### config.mk
export PLATFORM = sky130hd
export DESIGN_NAME = mc_ctrl_fsm
export DESIGN_NICKNAME = d
export VERILOG_FILES = /design/src/rtl/mc_pkg.sv /design/src/rtl/mc_ctrl_fsm_decode.sv /design/src/rtl/mc_ctrl_fsm.sv
export SDC_FILE = /design/constraint.sdc
export NUM_CORES = 1
export LEC_CHECK = 0
export CORE_ASPECT_RATIO = 0.7
export CORE_MARGIN = 3
export CORE_UTILIZATION = 40
export CTS_BUF_LIST = sky130_fd_sc_hd__clkbuf_4
export CTS_CLUSTER_DIAMETER = 80
export DETAILED_ROUTE_END_ITERATION = 7
export DONT_BUFFER_PORTS = 1
export PLACE_DENSITY = 0.52
export SYNTH_ARGS = -nofsm -noshare
export SYNTH_HDL_FRONTEND = slang
export SYNTH_SLANG_ARGS = --single-unit
### constraint.sdc
create_clock -name Clk -period 2.4 [get_ports Clk]
set_input_delay 0.24 -clock Clk [delete_from_list [all_inputs] [get_ports Clk]]
set_output_delay 0.24 -clock Clk [all_outputs]
set_load 0.005 [all_outputs]
### src/rtl/mc_pkg.sv
// Shared encodings for the multi-cycle controller: opcodes, functs, FSM states,
// datapath mux selects and ALU function codes.
package mc_pkg;

   localparam logic [3:0] OP_BNE   = 4'd0;
   localparam logic [3:0] OP_BEQ   = 4'd1;
   localparam logic [3:0] OP_BGZ   = 4'd2;
   localparam logic [3:0] OP_BLZ   = 4'd3;
   localparam logic [3:0] OP_ADI   = 4'd4;
   localparam logic [3:0] OP_ORI   = 4'd5;
   localparam logic [3:0] OP_LHI   = 4'd6;
   localparam logic [3:0] OP_LWD   = 4'd7;
   localparam logic [3:0] OP_SWD   = 4'd8;
   localparam logic [3:0] OP_JMP   = 4'd9;
   localparam logic [3:0] OP_JAL   = 4'd10;
   localparam logic [3:0] OP_RTYPE = 4'd15;

   localparam logic [5:0] FN_JPR = 6'd25;
   localparam logic [5:0] FN_JRL = 6'd26;
   localparam logic [5:0] FN_WWD = 6'd28;
   localparam logic [5:0] FN_HLT = 6'd29;

   typedef enum logic [2:0] {S_IF, S_ID, S_EX, S_MEM, S_WB, S_HALT} state_t;

   localparam logic [1:0] PC_INC = 2'd0;
   localparam logic [1:0] PC_BR  = 2'd1;
   localparam logic [1:0] PC_JMP = 2'd2;
   localparam logic [1:0] PC_RS  = 2'd3;

   localparam logic [1:0] DST_RT   = 2'd0;
   localparam logic [1:0] DST_RD   = 2'd1;
   localparam logic [1:0] DST_LINK = 2'd2;

   localparam logic [1:0] WB_ALU = 2'd0;
   localparam logic [1:0] WB_MDR = 2'd1;
   localparam logic [1:0] WB_PC  = 2'd2;

   localparam logic [1:0] SRCB_RT  = 2'd0;
   localparam logic [1:0] SRCB_ONE = 2'd1;
   localparam logic [1:0] SRCB_IMM = 2'd2;

   // Codes 0..7 coincide with the R-type funct field so EX can pass it through.
   localparam logic [3:0] ALU_ADD = 4'd0;
   localparam logic [3:0] ALU_SUB = 4'd1;
   localparam logic [3:0] ALU_AND = 4'd2;
   localparam logic [3:0] ALU_ORR = 4'd3;
   localparam logic [3:0] ALU_NOT = 4'd4;
   localparam logic [3:0] ALU_TCP = 4'd5;
   localparam logic [3:0] ALU_SHL = 4'd6;
   localparam logic [3:0] ALU_SHR = 4'd7;
   localparam logic [3:0] ALU_LHI = 4'd8;
   localparam logic [3:0] ALU_BNE = 4'd9;
   localparam logic [3:0] ALU_BEQ = 4'd10;
   localparam logic [3:0] ALU_BGZ = 4'd11;
   localparam logic [3:0] ALU_BLZ = 4'd12;

   typedef struct packed {
      logic r_alu;
      logic i_alu;
      logic load;
      logic store;
      logic branch;
      logic jump;
      logic jreg;
      logic link;
      logic wwd;
      logic hlt;
      logic illegal;
   } iclass_t;

endpackage

### src/rtl/mc_ctrl_fsm_decode.sv
// Combinational instruction-class decode from opcode and funct.
module mc_inst_decode
   import mc_pkg::*;
(
   input  logic [3:0] i_opcode,
   input  logic [5:0] i_funct,
   output iclass_t    o_cls
);

   always_comb begin
      o_cls = '0;
      case (i_opcode)
         OP_BNE, OP_BEQ, OP_BGZ, OP_BLZ: o_cls.branch = 1'b1;
         OP_ADI, OP_ORI, OP_LHI:         o_cls.i_alu  = 1'b1;
         OP_LWD:                         o_cls.load   = 1'b1;
         OP_SWD:                         o_cls.store  = 1'b1;
         OP_JMP:                         o_cls.jump   = 1'b1;
         OP_JAL: begin
            o_cls.jump = 1'b1;
            o_cls.link = 1'b1;
         end
         OP_RTYPE: begin
            if (i_funct <= 6'd7) begin
               o_cls.r_alu = 1'b1;
            end else begin
               case (i_funct)
                  FN_JPR: begin
                     o_cls.jump = 1'b1;
                     o_cls.jreg = 1'b1;
                  end
                  FN_JRL: begin
                     o_cls.jump = 1'b1;
                     o_cls.jreg = 1'b1;
                     o_cls.link = 1'b1;
                  end
                  FN_WWD:  o_cls.wwd     = 1'b1;
                  FN_HLT:  o_cls.hlt     = 1'b1;
                  default: o_cls.illegal = 1'b1;
               endcase
            end
         end
         default: o_cls.illegal = 1'b1;
      endcase
   end

endmodule

### src/rtl/mc_ctrl_fsm.sv
// Multi-cycle TSC control FSM with memory handshake, bus timeout and retire counter.
// Optional MC_ILLEGAL_TRAP_EN: undefined encodings halt and raise sticky `illegal`.
module mc_ctrl_fsm
   import mc_pkg::*;
#(
   parameter int unsigned WORD_SIZE   = 16,
   parameter int unsigned MEM_TIMEOUT = 64,
   parameter int unsigned LINK_REG    = 2
)(
   input  logic                 Clk,
   input  logic                 Reset,
   input  logic [WORD_SIZE-1:0] instr,
   input  logic                 bcond,
   input  logic                 mem_ready,
   output logic                 ir_write,
   output logic                 iord,
   output logic                 mem_read,
   output logic                 mem_write,
   output logic                 pc_write,
   output logic [1:0]           pc_src,
   output logic                 reg_write,
   output logic [1:0]           reg_dst,
   output logic [1:0]           wb_sel,
   output logic                 alu_src_a,
   output logic [1:0]           alu_src_b,
   output logic [3:0]           alu_op,
   output logic                 ext_sign,
   output logic                 out_write,
   output logic [WORD_SIZE-1:0] num_inst,
   output logic                 is_halted,
   output logic                 bus_error
`ifdef MC_ILLEGAL_TRAP_EN
   ,
   output logic                 illegal
`endif
);

   state_t               r_state, w_next;
   logic [15:0]          r_wait;
   logic [WORD_SIZE-1:0] r_num_inst;
   logic                 r_halted, r_bus_err;
   logic                 w_retire, w_timeout, w_req, w_expired;
   logic [3:0]           w_opcode;
   logic [5:0]           w_funct;
   iclass_t              w_cls;
`ifdef MC_ILLEGAL_TRAP_EN
   logic                 r_illegal, w_trap;
`endif

   assign w_opcode  = instr[WORD_SIZE-1 -: 4];
   assign w_funct   = instr[5:0];
   assign w_expired = !mem_ready && (r_wait == 16'(MEM_TIMEOUT - 1));

   mc_inst_decode u_dec (
      .i_opcode (w_opcode),
      .i_funct  (w_funct),
      .o_cls    (w_cls)
   );

   always_comb begin
      w_next    = r_state;
      ir_write  = 1'b0;
      iord      = 1'b0;
      mem_read  = 1'b0;
      mem_write = 1'b0;
      pc_write  = 1'b0;
      pc_src    = PC_INC;
      reg_write = 1'b0;
      reg_dst   = DST_RT;
      wb_sel    = WB_ALU;
      alu_src_a = 1'b0;
      alu_src_b = SRCB_RT;
      alu_op    = ALU_ADD;
      ext_sign  = 1'b0;
      out_write = 1'b0;
      w_retire  = 1'b0;
      w_timeout = 1'b0;
      w_req     = 1'b0;
`ifdef MC_ILLEGAL_TRAP_EN
      w_trap    = 1'b0;
`endif
      // Strobes are forced low for the whole reset cycle, not just after it.
      if (!Reset) begin
         case (r_state)
            S_IF: begin
               iord      = 1'b1;
               mem_read  = 1'b1;
               w_req     = 1'b1;
               alu_src_b = SRCB_ONE;
               if (mem_ready) begin
                  ir_write = 1'b1;
                  pc_write = 1'b1;
                  w_next   = S_ID;
               end else if (w_expired) begin
                  w_timeout = 1'b1;
                  w_next    = S_HALT;
               end
            end
            S_ID: begin
               if (w_cls.branch) begin
                  alu_src_b = SRCB_IMM;
                  ext_sign  = 1'b1;
                  w_next    = S_EX;
               end else if (w_cls.jump) begin
                  pc_write = 1'b1;
                  pc_src   = w_cls.jreg ? PC_RS : PC_JMP;
                  if (w_cls.link) begin
                     reg_write = 1'b1;
                     reg_dst   = DST_LINK;
                     wb_sel    = WB_PC;
                  end
                  w_retire = 1'b1;
                  w_next   = S_IF;
               end else if (w_cls.hlt) begin
                  w_retire = 1'b1;
                  w_next   = S_HALT;
               end else if (w_cls.illegal) begin
`ifdef MC_ILLEGAL_TRAP_EN
                  w_trap = 1'b1;
                  w_next = S_HALT;
`else
                  w_retire = 1'b1;
                  w_next   = S_IF;
`endif
               end else begin
                  w_next = S_EX;
               end
            end
            S_EX: begin
               alu_src_a = 1'b1;
               if (w_cls.r_alu) begin
                  alu_op = w_funct[3:0];
                  w_next = S_WB;
               end else if (w_cls.i_alu) begin
                  alu_src_b = SRCB_IMM;
                  ext_sign  = (w_opcode != OP_ORI);
                  case (w_opcode)
                     OP_ORI:  alu_op = ALU_ORR;
                     OP_LHI:  alu_op = ALU_LHI;
                     default: alu_op = ALU_ADD;
                  endcase
                  w_next = S_WB;
               end else if (w_cls.load || w_cls.store) begin
                  alu_src_b = SRCB_IMM;
                  ext_sign  = 1'b1;
                  w_next    = S_MEM;
               end else if (w_cls.branch) begin
                  case (w_opcode)
                     OP_BNE:  alu_op = ALU_BNE;
                     OP_BEQ:  alu_op = ALU_BEQ;
                     OP_BGZ:  alu_op = ALU_BGZ;
                     default: alu_op = ALU_BLZ;
                  endcase
                  if (bcond) begin
                     pc_write = 1'b1;
                     pc_src   = PC_BR;
                  end
                  w_retire = 1'b1;
                  w_next   = S_IF;
               end else if (w_cls.wwd) begin
                  out_write = 1'b1;
                  w_retire  = 1'b1;
                  w_next    = S_IF;
               end else begin
                  w_next = S_IF;
               end
            end
            S_MEM: begin
               w_req     = 1'b1;
               mem_read  = w_cls.load;
               mem_write = w_cls.store;
               if (mem_ready) begin
                  w_retire = w_cls.store;
                  w_next   = w_cls.store ? S_IF : S_WB;
               end else if (w_expired) begin
                  w_timeout = 1'b1;
                  w_next    = S_HALT;
               end
            end
            S_WB: begin
               reg_write = 1'b1;
               reg_dst   = w_cls.r_alu ? DST_RD : DST_RT;
               wb_sel    = w_cls.load ? WB_MDR : WB_ALU;
               w_retire  = 1'b1;
               w_next    = S_IF;
            end
            S_HALT:  w_next = S_HALT;
            default: w_next = S_IF;
         endcase
      end
   end

   always_ff @(posedge Clk) begin
      if (Reset) begin
         r_state    <= S_IF;
         r_wait     <= '0;
         r_num_inst <= '0;
         r_halted   <= 1'b0;
         r_bus_err  <= 1'b0;
`ifdef MC_ILLEGAL_TRAP_EN
         r_illegal  <= 1'b0;
`endif
      end else begin
         r_state <= w_next;
         // Any completed or absent request leaves the counter at zero for the next one.
         if (w_req && !mem_ready) r_wait <= r_wait + 16'd1;
         else                     r_wait <= '0;
         if (w_retire)             r_num_inst <= r_num_inst + WORD_SIZE'(1);
         if (w_timeout)            r_bus_err  <= 1'b1;
         if (w_next == S_HALT)     r_halted   <= 1'b1;
`ifdef MC_ILLEGAL_TRAP_EN
         if (w_trap)               r_illegal  <= 1'b1;
`endif
      end
   end

   assign num_inst  = r_num_inst;
   assign is_halted = r_halted;
   assign bus_error = r_bus_err;
`ifdef MC_ILLEGAL_TRAP_EN
   assign illegal   = r_illegal;
`endif

endmodule

======== Word-level counts from Yosys, hierarchy flattened ========
Cells that the tools add are included.
operators by class
  add/subtract/negate cells ............... 2
  magnitude comparators ................... 1
  equal/unequal tests ..................... 23
  multiplexer cells ....................... 118
  bitwise gates (word level) .............. 1
  reductions and logical operators ........ 14
operator list
  kind                                                             count
  2-to-1 mux 1 bit                                                 69
  2-to-1 mux 2 bit                                                 17
  adder 16 x 1 -> 16 bit (second input constant)                   2
  2-to-1 mux 3 bit                                                 10
  equality test 6 x 5 -> 1 bit (second input constant)             4
  2-to-1 mux 4 bit                                                 6
  equality test 16 x 6 -> 1 bit (second input constant)            1
  equality test 4 x 3 -> 1 bit (second input constant)             4
  equality test 4 bit (second input constant)                      4
  one-hot mux 3 bit (5 select lines)                               1
  one-hot mux 1 bit (2 select lines)                               6
  one-hot mux 2 bit (2 select lines)                               3
  OR reduction 11 bit                                              1
  equality test 3 bit (second input constant)                      3
  one-hot mux 3 bit (3 select lines)                               1
  equality test 4 x 2 -> 1 bit (second input constant)             2
  one-hot mux 4 bit (2 select lines)                               1
  OR reduction 2 bit                                               4
  OR reduction 4 bit                                               2
  equality test 3 x 2 -> 1 bit (second input constant)             2
  less-or-equal comparator 6 x 3 -> 1 bit (second input constant)  1
  2-to-1 mux 6 bit                                                 1
  one-hot mux 2 bit (3 select lines)                               1
  equality test 4 x 1 -> 1 bit (second input constant)             1
  11 further kinds                                                 12
storage, ports and cells
  flip-flop bits (word level) ............. 37
  input bits .............................. 20
  output and inout bits ................... 39
  word-level logic and storage cells ...... 164

======== Longest topological paths before layout ========
Gate-level depths: netlist (run 1).
  depth after elaboration ................. 12
  mapped depth ............................ 8
  gate-level depth less buffers ........... 7

======== By module ========
A second synthesis (run 1) with hierarchy kept.
unflattened totals
  cell total of the unflattened synthesis .. 303
  area total of the unflattened synthesis .. 2331.0 um^2
modules (own cells, without submodules)
  module          times used  cells each  area each (um^2)  seq. area each (um^2)
  mc_ctrl_fsm     1           274         2128.3            740.7
  mc_inst_decode  1           29          202.7             0.0

======== Worst setup path before layout (run 1) ========
OpenSTA, ideal clock, no wires.
  kind .................................... reg2reg
  start point ............................. reg r_state[0]
  end point ............................... reg r_num_inst[15] (netlist: num_inst[15])
  library setup time ...................... 0.121 ns
  arrival time ............................ 1.906 ns
  required time ........................... 2.279 ns
  setup slack ............................. 0.373 ns
  stages on the path, launching flop included .. 8
  path buffers ............................ 1
  period minus slack after synthesis ...... 2.027 ns
  cell sequence ........................... dfxtp_1 buf_2 nand2b_1 or3_1 a211oi_2 o211ai_4 nor4_1 mux2_2
between the ends
  cells in the longest elaborated chain, start to end .. 3
  elaborated cells between the ends (all ways) .. 6
  classes of those cells .................. 4 x eq/ne; 2 x mux
RTL lines
  what                                         line                text
  from (decl)                                  mc_ctrl_fsm.sv:38   state_t r_state, w_next;
  from (signal assigned)                       mc_ctrl_fsm.sv:204  r_state <= w_next;
  equality test 3 bit (tied with other cells)  mc_ctrl_fsm.sv:84   case (r_state)
  one-hot mux 1 bit (4 select lines) *         mc_ctrl_fsm.sv:84
  2-to-1 mux 1 bit *                           mc_ctrl_fsm.sv:83   if (!Reset) begin
  to (signal assigned)                         mc_ctrl_fsm.sv:208  if (w_retire) r_num_inst <= r_num_inst + WORD_SIZE'(1);
  to (decl)                                    mc_ctrl_fsm.sv:40   logic [WORD_SIZE-1:0] r_num_inst;
Every way passes the cells marked *; elsewhere a longest branch is shown, timed or not.
A chain may end at the register's enable or synchronous reset.

======== Worst setup path after layout (run 1) ========
  start point ............................. reg r_state[1]
  end point ............................... reg r_num_inst[14] (netlist: num_inst[14])
The elaborated chain is that of the path after synthesis.

==> results of run 1 <==
stage by stage:
step / instances / power (µW)
floorplan: 301 / 750
global placement: 369 / 775
detailed placement: 369 / 774
CTS: 378 / 1120
global route: 378 / 1160
finish: 378 / 1100
layout make-up:
cell class | count | area, µm²
repair buffers | 14 | 120
clock buffers | 5 | 37.5
inverters | 13 | 48.8
clock inverters | 3 | 17.5
flip-flops and latches | 37 | 741
fillers | 576 | 2900
well taps | 72 | 90.1
multi-input cells | 234 | 1440
worst register-to-register path, cell delays in order (launching register included):
cell and delay (ns):
sky130_fd_sc_hd__dfxtp_1 0.44, sky130_fd_sc_hd__or4b_1 0.46, sky130_fd_sc_hd__a21oi_1 0.13, sky130_fd_sc_hd__a211o_1 0.16, sky130_fd_sc_hd__o211ai_4 0.14, sky130_fd_sc_hd__buf_12 0.20
sky130_fd_sc_hd__or4_1 0.51, sky130_fd_sc_hd__a21oi_1 0.16
flip-flops by register name, summed over array words and instances (netlist names):
signal	cells
num_inst	16
bus_error	1
r_state	3
is_halted	1
r_wait	16
metal layers:
metal / up-vias / wire length [µm] / GRT usage / part of all wire
met5: - / 0 / 0 / 0
met4: 0 / 40 / 0.0327 / 0.0068
met2: 32 / 2380 / 0.232 / 0.41
li1: 1117 / - / - / -
met3: 4 / 232 / 0.0482 / 0.040
met1: 938 / 3190 / 0.271 / 0.55
how the worst max path moves through the flow:
stage	start	end	slack [ns]	cells past startpoint
2_1_floorplan	r_state[0]$_SDFF_PP0_	num_inst[15]$_SDFFE_PP0P_	0.37	7
3_3_place_gp	instr[1]	num_inst[10]$_SDFFE_PP0P_	0.10	8
3_5_place_dp	instr[1]	num_inst[8]$_SDFFE_PP0P_	0.13	8
4_1_cts	r_state[1]$_SDFF_PP0_	num_inst[14]$_SDFFE_PP0P_	0.13	7
5_1_grt	r_state[1]$_SDFF_PP0_	num_inst[8]$_SDFFE_PP0P_	0.02	7
6_report	r_state[1]$_SDFF_PP0_	num_inst[14]$_SDFFE_PP0P_	0.15	7
power by group through the flow:
stage / registers, µW / clock network [µW] / logic, µW
2_1_floorplan: 638 / 0 / 112
3_3_place_gp: 641 / 0 / 133
3_5_place_dp: 641 / 0 / 133
4_1_cts: 628 / 349 / 139
5_1_grt: 629 / 376 / 155
6_report: 628 / 330 / 139
logic make-up after synthesis:
group,Yosys count,share of synthesized area
AOI/OAI and AO/OA,63,0.185
buffers and inverters,30,0.0548
adders and majority gates,2,0.0109
DFF,37,0.321
xor gates and xnor gates,14,0.0532
and+or+nand+nor,151,0.357
muxes,4,0.0179
cell usage in the layout, fill, tap and decap left out, drive strengths merged, types with 4 or more instances in the layout:
master	instances
clkbuf	5
xor2	7
nor2	38
nand2	17
nor3	14
a21oi	20
or2	4
nand4	6
nand2b	8
a211oi	4
or4	7
nand3	14
xnor2	7
and3	8
nor4	6
or3	8
a31oi	4
buf	13
o21ai	10
dfxtp	37
o31ai	8
nor2b	7
inv	13
timing repair:
item                      CTS  global route
gates resized for setup     0             0
hold endpoints to repair   14             0
hold buffers                1             0
==> impl_metrics.ini, run 1 <==
[outcome]
outcome = finished, final reports clean

[pwr]
power.clock.fraction = 0.301
internal_power_uw = 790
p_leak_uw = 0.000833
power_switching_uw = 307
combPwrFrac = 0.127
ir_drop_v = 0.000211
pwr_density_cell_nw_per_um2 = 440
netSwitchingFraction = 0.280
power_frac_seq = 0.572

[sta]
worst-slew-pin-transition_ns = 0.563
finalCritPeriodShare = 0.938
hold_violations = 0
hold_slack_ns = 0.0672
fin_skew_ns = 0.0111
timing.final.max_slew_violations = 0
setup_viol = 0
relSlewSlack = 0.623
rsz_0062_raised_after_global_routing = no
tns_ns = 0
clock.fmax_ghz = 0.444
layout_setup_ws_ns = 0.148
tmin_final_ns = 2.25

[worst_hold_path]
worst_hold_path.num_cells = 2
worstHoldStart = Reset
hold_crit_class = primary input to flip-flop
min_to = r_state[1]$_SDFF_PP0_

[floorplanning]
rows = 22
core_um2 = 5400
pin_count = 59
die_h_um = 69.5
chipWidth_um = 96.8
floorplan.initialDensity = 0.427
die_area_um2 = 6730

[worst_setup_path]
worst-path-max-fanout = 21
reg2reg_from = r_state[1]$_SDFF_PP0_
critical_path_arrival_ns = 2.53
r2r_cells = 7
r2r-end = num_inst[14]$_SDFFE_PP0P_
crit_slowest_cell = sky130_fd_sc_hd__or4_1
critical_path_required_ns = 2.68
slowest_stage_delay_cp_ns = 0.51
classification_of_the_worst_setup_path = flip-flop to flip-flop
crit_family = simple AND/OR/NAND/NOR gates
ff2ff_setup_slack_ns = 0.15
crit_path_cell_trace = or4b_1 -> a21oi_1 -> a211o_1 -> o211ai_4 -> buf_12 -> or4_1 -> a21oi_1
cp.buffers_inverters = 1
path_common_cell = sky130_fd_sc_hd__a21oi_1
critical_path.endpoint_type = flip-flop
critical_path.startpoint_type = flip-flop

[grt]
globalRoute.totalOverflow = 0
grt_pass1_vias = 1834
groute.usage.overall = 0.173
grt_antenna_before_repair = 0
grt_first_pass_wirelength_mm = 9.69
grt_start_max_net_pins = 22

[clock_network]
cts_max_path_buffers = 2
clock_latency_ns = 0.34
num_cts_buffers = 5
tritoncts = built
cts_sinks = 37
cts_post_setup_buffers_inserted = 0
clk_pin_slew_worst_paths_ns = 0.12
clock_tree.root_cell = sky130_fd_sc_hd__clkbuf_4
h-tree-depth = 2

[detailed_routing]
totalWireLength_mm = 5.85
post_drt_via_cell_ratio = 5.53
route.antenna.remaining_nets = 0
route.detailed.wl_per_inst_um = 15.5
drt_first_iter_violations = 123
drt_drc_violations_left = 0
drt_pre_antenna_iters = 4
num_vias = 2091

[yosys]
postSynthNetCount = 323
synth_top_cells_by_count = sky130_fd_sc_hd__dfxtp_1, sky130_fd_sc_hd__nor2_1, sky130_fd_sc_hd__a21oi_1
post_synth_instance_area_um2 = 2310
yosys.area.top_type_share = 0.321
synth_edf_count = 0
postSynthAreaPerCell_um2 = 7.66
yosys.area.top_type = sky130_fd_sc_hd__dfxtp_1
post_synthesis_register_bit_count = 37
synth_sequential_area_ratio = 0.321
yosysUniqueCellTypes = 54
netlist_top_cells_area = sky130_fd_sc_hd__dfxtp_1, sky130_fd_sc_hd__nor2_1, sky130_fd_sc_hd__a21oi_1
post_synth_inst_count = 301
yosysWarningCount = 0
postSynth.asyncResetShare = 0
ys_dominant_reg_cell = sky130_fd_sc_hd__dfxtp_1

[placement]
io_buffers = 0
area_after_detailed_placement_um2 = 2430
place_ws_ns = 0.127
hpwl_mm = 4.33
gp_congestion = 0.823

[cells_and_area]
stdcell_area_um2 = 2490
num-nets-final = 327
antenna_cells = 0
post_route_cells_drive_above_1_share = 0.0948
area_delta_synth_final_pct = 8.14
final_core_util = 0.462

[flow_run]
max_cap_viol_count = 0
Power figures use the tool's default switching activity.
==> run 2, diff against run 1 <==
==> constraint.sdc (replaced) <==
create_clock -name Clk -period 2.4 [get_ports Clk]
set_input_delay 0 -clock Clk [delete_from_list [all_inputs] [get_ports Clk]]
set_output_delay 0 -clock Clk [all_outputs]
set_load 0.005 [all_outputs]
==> impl_metrics.ini, run 2 (synthesis gave the netlist of run 1 again) <==
[outcome]
outcome = finished, final reports clean

[worst_setup_path]
critical_path.endpoint_type = flip-flop
classification_of_the_worst_setup_path = flip-flop to flip-flop
critical_path_arrival_ns = 2.43
cp.buffers_inverters = 2
crit_path_cell_trace = buf_4 -> nand2_1 -> and4bb_1 -> a211o_1 -> o211ai_4 -> buf_4 -> mux2i_1 -> nor2_1
worst-path-max-fanout = 20
reg2reg_from = r_state[0]$_SDFF_PP0_
crit_slowest_cell = sky130_fd_sc_hd__o211ai_4
ff2ff_setup_slack_ns = 0.20
critical_path_required_ns = 2.63
r2r-end = num_inst[1]$_SDFFE_PP0P_
r2r_cells = 8
slowest_stage_delay_cp_ns = 0.43
critical_path.startpoint_type = flip-flop
path_common_cell = sky130_fd_sc_hd__buf_4
worst-path-stages = 8
crit_family = compound AO/OA/AOI/OAI gates

[sta]
relSlewSlack = 0.539
layout_setup_ws_ns = 0.198
tmin_final_ns = 2.20
setup_viol = 0
hold_slack_ns = 0.0354
rsz_0062_raised_after_global_routing = no
clock.fmax_ghz = 0.454
tns_ns = 0
hold_violations = 0
timing.final.max_slew_violations = 0
fin_skew_ns = 0.0117
finalCritPeriodShare = 0.917
worst-slew-pin-transition_ns = 0.690

[floorplanning]
die_h_um = 69.5
die_area_um2 = 6730
core_um2 = 5400
chipWidth_um = 96.8
rows = 22
pin_count = 59
floorplan.initialDensity = 0.427

[worst_hold_path]
min_to = alu_op[3]
hold_crit_class = primary input to output port
worstHoldStart = instr[15]
worst_hold_path.num_cells = 1

[cells_and_area]
multi_input_comb_area_um2 = 1440
layoutNonFillerInstCount = 381
regArea_um2 = 741
post_route_cells_drive_above_1_share = 0.0971
num-nets-final = 330
antenna_cells = 0
leading_cell_types_in_the_layout_fill_and_taps_excluded = sky130_fd_sc_hd__nor2_1, sky130_fd_sc_hd__dfxtp_1, sky130_fd_sc_hd__a21oi_1
area_delta_synth_final_pct = 8.90
final_core_util = 0.465
fillers = 558

[grt]
grt_pass1_vias = 1862
grt_antenna_before_repair = 0
grt_first_pass_wirelength_mm = 9.72
globalRoute.totalOverflow = 0
grt_start_max_net_pins = 21
groute.usage.overall = 0.175

[clock_network]
clock_tree.root_cell = sky130_fd_sc_hd__clkbuf_4
cts_sinks = 37
clock_latency_ns = 0.35
cts_max_path_buffers = 2
num_cts_buffers = 5
clk_pin_slew_worst_paths_ns = 0.12
cts_post_setup_buffers_inserted = 0
postCtsHoldBufs = 3
h-tree-depth = 2
cts-resized-gates = 0
tritoncts = built

[pwr]
pwr_density_cell_nw_per_um2 = 441
internal_power_uw = 792
power_frac_seq = 0.567
combPwrFrac = 0.129
power.clock.fraction = 0.304
power_switching_uw = 315
netSwitchingFraction = 0.285
p_leak_uw = 0.000838
ir_drop_v = 0.000196

[flow_run]
max_cap_viol_count = 0

[placement]
place_ws_ns = 0.228
hpwl_mm = 4.32
gp_congestion = 0.819
placed_cells_incl_taps = 369
io_buffers = 0

[detailed_routing]
drt_drc_violations_left = 0
num_vias = 2147
route.detailed.wl_per_inst_um = 15.6
drt_pre_antenna_iters = 5
drt_first_iter_violations = 154
totalWireLength_mm = 5.95
post_drt_via_cell_ratio = 5.64
route.antenna.remaining_nets = 0
-- run 2: cell type report --
type | count | area share
multi-input combinational | 234 | 0.573
sequential | 37 | 0.295
timing repair buffer | 17 | 0.0548
tap | 72 | 0.0359
inverter | 13 | 0.0194
clock buffer | 5 | 0.0149
clock inverter | 3 | 0.00698
-- run 2: power groups by stage --
stage	logic, µW	clock network (µW)	registers (µW)
4_1_cts	142	353	628
3_5_place_dp	133	0	642
3_3_place_gp	134	0	642
5_1_grt	159	384	630
6_report	143	337	628
2_1_floorplan	112	0	638
-- run 2: worst register-to-register path: stages, from the launching register on --
cell and delay [ns]:
sky130_fd_sc_hd__dfxtp_1 0.35, sky130_fd_sc_hd__buf_4 0.16, sky130_fd_sc_hd__nand2_1 0.14, sky130_fd_sc_hd__and4bb_1 0.21
sky130_fd_sc_hd__a211o_1 0.31, sky130_fd_sc_hd__o211ai_4 0.43, sky130_fd_sc_hd__buf_4 0.26, sky130_fd_sc_hd__mux2i_1 0.19
sky130_fd_sc_hd__nor2_1 0.05
-- run 2: worst max-delay path by stage --
stage	startpoint	end	slack (ns)
4_1_cts	r_state[0]$_SDFF_PP0_	num_inst[1]$_SDFFE_PP0P_	0.21
3_5_place_dp	r_state[1]$_SDFF_PP0_	num_inst[15]$_SDFFE_PP0P_	0.23
3_3_place_gp	r_state[1]$_SDFF_PP0_	num_inst[15]$_SDFFE_PP0P_	0.25
6_report	r_state[0]$_SDFF_PP0_	num_inst[1]$_SDFFE_PP0P_	0.20
5_1_grt	r_state[0]$_SDFF_PP0_	num_inst[1]$_SDFFE_PP0P_	0.03
2_1_floorplan	r_state[0]$_SDFF_PP0_	num_inst[15]$_SDFFE_PP0P_	0.37
-- run 2: per-layer routing --
| metal | global-route usage | share of wire |
|---|---|---|
| met5 | 0 | 0 |
| met2 | 0.231 | 0.40 |
| met1 | 0.265 | 0.50 |
| met3 | 0.0673 | 0.081 |
| met4 | 0.0389 | 0.014 |
-- run 2: metrics by stage --
stage	total power, µW	area, µm²
floorplan	750	2310
global placement	776	2420
detailed placement	775	2420
CTS	1120	2500
global route	1170	2510
finish	1110	2510
